--- src/rtl/stream_checker_pkg.sv ---
// Shared types and PRBS-8 helpers for the stream checker and any matching stimulus source.
package stream_checker_pkg;

  typedef enum logic [1:0] {
    ST_IDLE = 2'd0,
    ST_RUN  = 2'd1,
    ST_DONE = 2'd2
  } state_t;

  // Feedback taps on bits 7, 5, 4 and 3.
  localparam logic [7:0] PRBS8_TAPS = 8'hB8;

  function automatic logic [7:0] prbs8_next(input logic [7:0] cur);
    return {cur[6:0], ^(cur & PRBS8_TAPS)};
  endfunction

  // An all-zero seed would lock the LFSR, so it is replaced by 1.
  function automatic logic [7:0] seed_fixup(input logic [7:0] seed);
    return (seed == 8'h00) ? 8'h01 : seed;
  endfunction

endpackage

--- src/rtl/prbs8_gen.sv ---
// PRBS-8 generator: load takes the (fixed-up) seed, advance steps one word.
module prbs8_gen
  import stream_checker_pkg::*;
(
  input  logic       clk_i,
  input  logic       srst,
  input  logic       load,
  input  logic       advance,
  input  logic [7:0] seed,
  output logic [7:0] value
);

  logic [7:0] value_reg;
  logic [7:0] value_next;

  always_comb begin
    value_next = value_reg;
    if (load) begin
      value_next = seed_fixup(seed);
    end else if (advance) begin
      value_next = prbs8_next(value_reg);
    end
  end

  always_ff @(posedge clk_i) begin
    if (srst) begin
      value_reg <= seed_fixup(seed);
    end else begin
      value_reg <= value_next;
    end
  end

  assign value = value_reg;

endmodule

--- config.mk ---
export PLATFORM = sky130hd
export DESIGN_NAME = prbs8_gen
export DESIGN_NICKNAME = d
export VERILOG_FILES = /design/src/rtl/stream_checker_pkg.sv /design/src/rtl/prbs8_gen.sv
export SDC_FILE = /design/constraint.sdc
export NUM_CORES = 1
export LEC_CHECK = 0
export BUFFER_PORTS_ARGS = -buffer_cell sky130_fd_sc_hd__buf_2
export CORE_AREA = 2 2 39 41
export DETAILED_ROUTE_END_ITERATION = 8
export DIE_AREA = 0 0 41 43
export SLEW_MARGIN = 20
export SYNTH_ARGS = -nofsm -noshare
export SYNTH_HDL_FRONTEND = slang
export SYNTH_SLANG_ARGS = --single-unit
export TNS_END_PERCENT = 50
--- constraint.sdc ---
create_clock -name clk_i -period 3.65 [get_ports clk_i]
set_clock_uncertainty 0.15 [all_clocks]
set_input_delay 0.365 -clock clk_i [delete_from_list [all_inputs] [get_ports clk_i]]
set_output_delay 0.365 -clock clk_i [all_outputs]
set_load 0.05 [all_outputs]
=== Word-level counts from Yosys, hierarchy flattened ===
Cells that the tools add are included.

* Output and inout bits: 8
* Register bits: 8
* Input bits: 12

* Reduce and logical (&&, ||, !) cells: 3
* Multiplexer cells: 4

{| class="wikitable"
|+ Operators by type and width
! kind !! number
|-
| 8-bit two-way mux || 4
|-
| 8-bit logical NOT || 1
|-
| 8-bit XOR reduction || 1
|-
| 3-bit nonzero test || 1
|}

=== Longest topological paths before layout ===
* Depth in word-level cells: 4
* Gate-level depth with buffers: 3
* Depth with buffers taken out: 3

=== Worst setup path before layout ===
OpenSTA, ideal clock, no wires.

* Path kind: flip-flop to flip-flop
* Start point: reg value_reg[7] (netlist: value[7])
* End point: reg value_reg[0] (netlist: value[0]) (data pin)
* Buffers on the path: 0
* Cell stages (with the launch flop): 4
* Arrival time: 1082 ps
* Clock period less this slack: 1497 ps
* Slack: 2153 ps
* Path through: edfxtp_1 xor2_1 xnor2_1 a21oi_1

* Longest elaborated chain between the ends: 4

{| class="wikitable"
|+ RTL lines
! element !! line !! RTL
|-
| from (decl) || prbs8_gen.sv:13 || <nowiki>logic [7:0] value_reg;</nowiki>
|-
| from (signal assigned) || prbs8_gen.sv:27 || <nowiki>value_reg <= seed_fixup(seed);</nowiki>
|-
| from (signal assigned) || prbs8_gen.sv:29 || <nowiki>value_reg <= value_next;</nowiki>
|-
| 8-bit XOR reduction || stream_checker_pkg.sv:14 || <nowiki>return {cur[6:0], ^(cur & PRBS8_TAPS)};</nowiki>
|-
| 8-bit two-way mux || prbs8_gen.sv:20 || <nowiki>end else if (advance) begin</nowiki>
|-
| 8-bit two-way mux || prbs8_gen.sv:18 || <nowiki>if (load) begin</nowiki>
|-
| 8-bit two-way mux || prbs8_gen.sv:26 || <nowiki>if (srst) begin</nowiki>
|}

Every way passes these cells. The select of a mux whose other input is x is not followed.
A chain may end at the register's enable or synchronous reset.

=== Worst setup path after layout ===
* Start point: reg value_reg[5] (netlist: value[5])
* End point: out value[5]

{| class="wikitable"
|+ RTL lines
! element !! line !! RTL
|-
| to (decl) || prbs8_gen.sv:10 || <nowiki>output logic [7:0] value</nowiki>
|}

No word-level cell between the ends.

==> flow_metrics.py <==
metrics = {
    "outcome": {
        "status": "complete, no violations",
    },
    "clock_tree": {
        "cts_setup_buffers": 0,
        "root_buffer": "clkbuf_4",
        "cts_hold_buf": 0,
        "cts_resized": 0,
        "clk_pin_slew_ns": 0.05,
        "cts_buffer_depth": 2,
        "numCtsBuffers": 3,
        "worstSkewPairLatency_ns": 0.25,
        "cts_tree": "yes",
        "htree_levels": 1,
        "cts_sinks": 8,
    },
    "floorplan": {
        "die_y_um": 43,
        "die_area_um2": 1760,
        "num_rows": 14,
        "io_pins": 20,
        "core_um2": 1380,
        "die_w_um": 41,
        "start_util": 0.279,
    },
    "power": {
        "power_density_nw_per_um2": 491,
        "peakVddDrop_mv": 0.162,
        "totalPowerFinal_uw": 258,
        "p_leak_uw": 0.000216,
    },
    "logic_synthesis": {
        "synth_area_um2": 387,
        "netlist_top_cells_count": "edfxtp_1 (8), mux2_2 (7), xor2_1 (2)",
        "synth.most_common_cell": "edfxtp_1",
        "yosysWarnings": 0,
        "synth_edf_count": 8,
        "ys_top_cells_by_area": "edfxtp_1 (62%), mux2_2 (20%), xor2_1 (4.5%)",
        "ys_seq_elements": 8,
        "synth_flop_cell": "edfxtp_1",
        "async_flop_share": 0,
        "yosys.area.top_type": "edfxtp_1",
        "ys_seq_area_frac": 0.621,
        "synth_top_area_frac": 0.621,
        "syn_nets": 36,
        "syn_inst": 24,
        "avgSynthCellArea_um2": 16.1,
        "synth.distinct_cells": 10,
    },
    "placement": {
        "gp_congestion": 0.706,
        "post-place-ws_ns": 2.16,
        "portBuffers": 19,
        "placed_cell_area_um2": 502,
    },
    "sta": {
        "max_slew_margin": 0.759,
        "period_needed_ns": 1.43,
        "slew_violations": 0,
        "hold_violations": 0,
        "fin_crit_sh": 0.392,
        "hold_ws_ns": 0.290,
        "worst_slew_pin_slew_ns": 0.361,
        "max_freq_ghz": 0.699,
        "worst_slack_ns": 2.22,
        "rsz0062_at_grt": "false",
        "finalSetupViolCount": 0,
        "setup_tns_ns": 0,
    },
    "critical_path": {
        "cp_num_buf_inv": 1,
        "end_kind": "primary output",
        "cp_max_fo": 3,
        "max_stage_delay_ns": 0.38,
        "cp.required_ns": 3.13,
        "worstSetupPathType": "flip-flop to primary output",
        "crit_path_start_kind": "flip-flop",
        "path_cells": "buf_2",
        "slowest_stage": "edfxtp_1",
        "worst-endpoint-arrival_ns": 0.91,
        "critPathTopFamily": "flip-flops",
    },
    "global_route": {
        "antenna_found_initial": 0,
        "grt_pass1_wl_mm": 1.28,
        "overflow": 0,
        "grt_max_degree": 10,
        "grt_pass1_vias": 315,
        "track_usage": 0.114,
    },
    "routing": {
        "dr.pass1.iters": 2,
        "finalWirelength_um": 762,
        "routedWlPerCell_um": 12.3,
        "drt_iter0_markers": 3,
        "drc_errors": 0,
        "antenna_left": 0,
        "via_per_inst": 4.58,
        "vias": 284,
    },
    "min_path": {
        "worstHoldPathType": "input port to flip-flop",
    },
    "layout": {
        "drive_gt1_frac": 0.652,
        "n_antenna_cell": 0,
        "areaGrowthSynthToFinish_pct": 35.6,
        "fin_area_um2": 524,
        "fin_nets": 60,
        "largest_reg_flops": 8,
        "n_fill_cell": 137,
    },
    "flow_run": {
        "cap_viol_max_count": 0,
    },
}
-- logic make-up after synthesis --
logic type | synth area share
and+or+nand+nor | 0.0744
xor gates and xnor gates | 0.0680
DFF | 0.621
AOI/OAI and AO/OA | 0.0324
muxes | 0.204
-- final cells by class --
type | count | area [um2] | area share
Clock buffer | 3 | 22.5 | 0.0430
Multi-Input combinational cell | 16 | 146 | 0.279
Sequential cell | 8 | 240 | 0.458
Tap cell | 16 | 20.0 | 0.0382
Timing Repair Buffer | 19 | 95.1 | 0.181
-- routing by layer --
| metal | up-vias | share of wire | track usage |
|---|---|---|---|
| met2 | 6 | 0.55 | 0.169 |
| met4 | 0 | 0 | 0.100 |
| li1 | 140 | - | - |
| met1 | 138 | 0.39 | 0.120 |
| met5 | - | 0 | 0 |
| met3 | 0 | 0.060 | 0.0366 |
-- stage by stage --
| stage | std cells | utilization |
|---|---|---|
| 2_1_floorplan | 24 | - |
| 5_1_grt | 62 | 0.379 |
| 6_report | 62 | 0.379 |
| 3_3_place_gp | 59 | 0.363 |
| 4_1_cts | 62 | 0.379 |
| 3_5_place_dp | 59 | 0.363 |
-- path summary, 6_finish.rpt --
kind                               start        to  slack, ns  cells past startpoint
worst max register to register  value[5]  value[0]       2.39                      3
worst min-delay path             seed[4]  value[4]       0.29                      2
worst max-delay path            value[5]  value[5]       2.22                      1
worst min register to register  value[2]  value[3]       0.44                      1
-- cells in the final DEF, fill, tap and decap left out --
| master | Yosys | routed |
|---|---|---|
| buf_2 | 0 | 19 |
| clkbuf_4 | 0 | 3 |
| a211oi_1 | 1 | 1 |
| xor2_1 | 2 | 2 |
| or3_1 | 1 | 1 |
| nor2_4 | 1 | 1 |
| a21oi_1 | 1 | 1 |
| nor4_1 | 1 | 1 |
| mux2_2 | 7 | 7 |
| nor3_1 | 1 | 1 |
| xnor2_1 | 1 | 1 |
| edfxtp_1 | 8 | 8 |
-- report_power, final --
group / internal, uW / leakage [uW] / switching [uW]
registers: 113 / 0.0000829 / 6.08
logic: 22.5 / 0.000119 / 48.7
clock network: 37.6 / 0.0000138 / 29.5
Power figures use the tool's default switching activity.
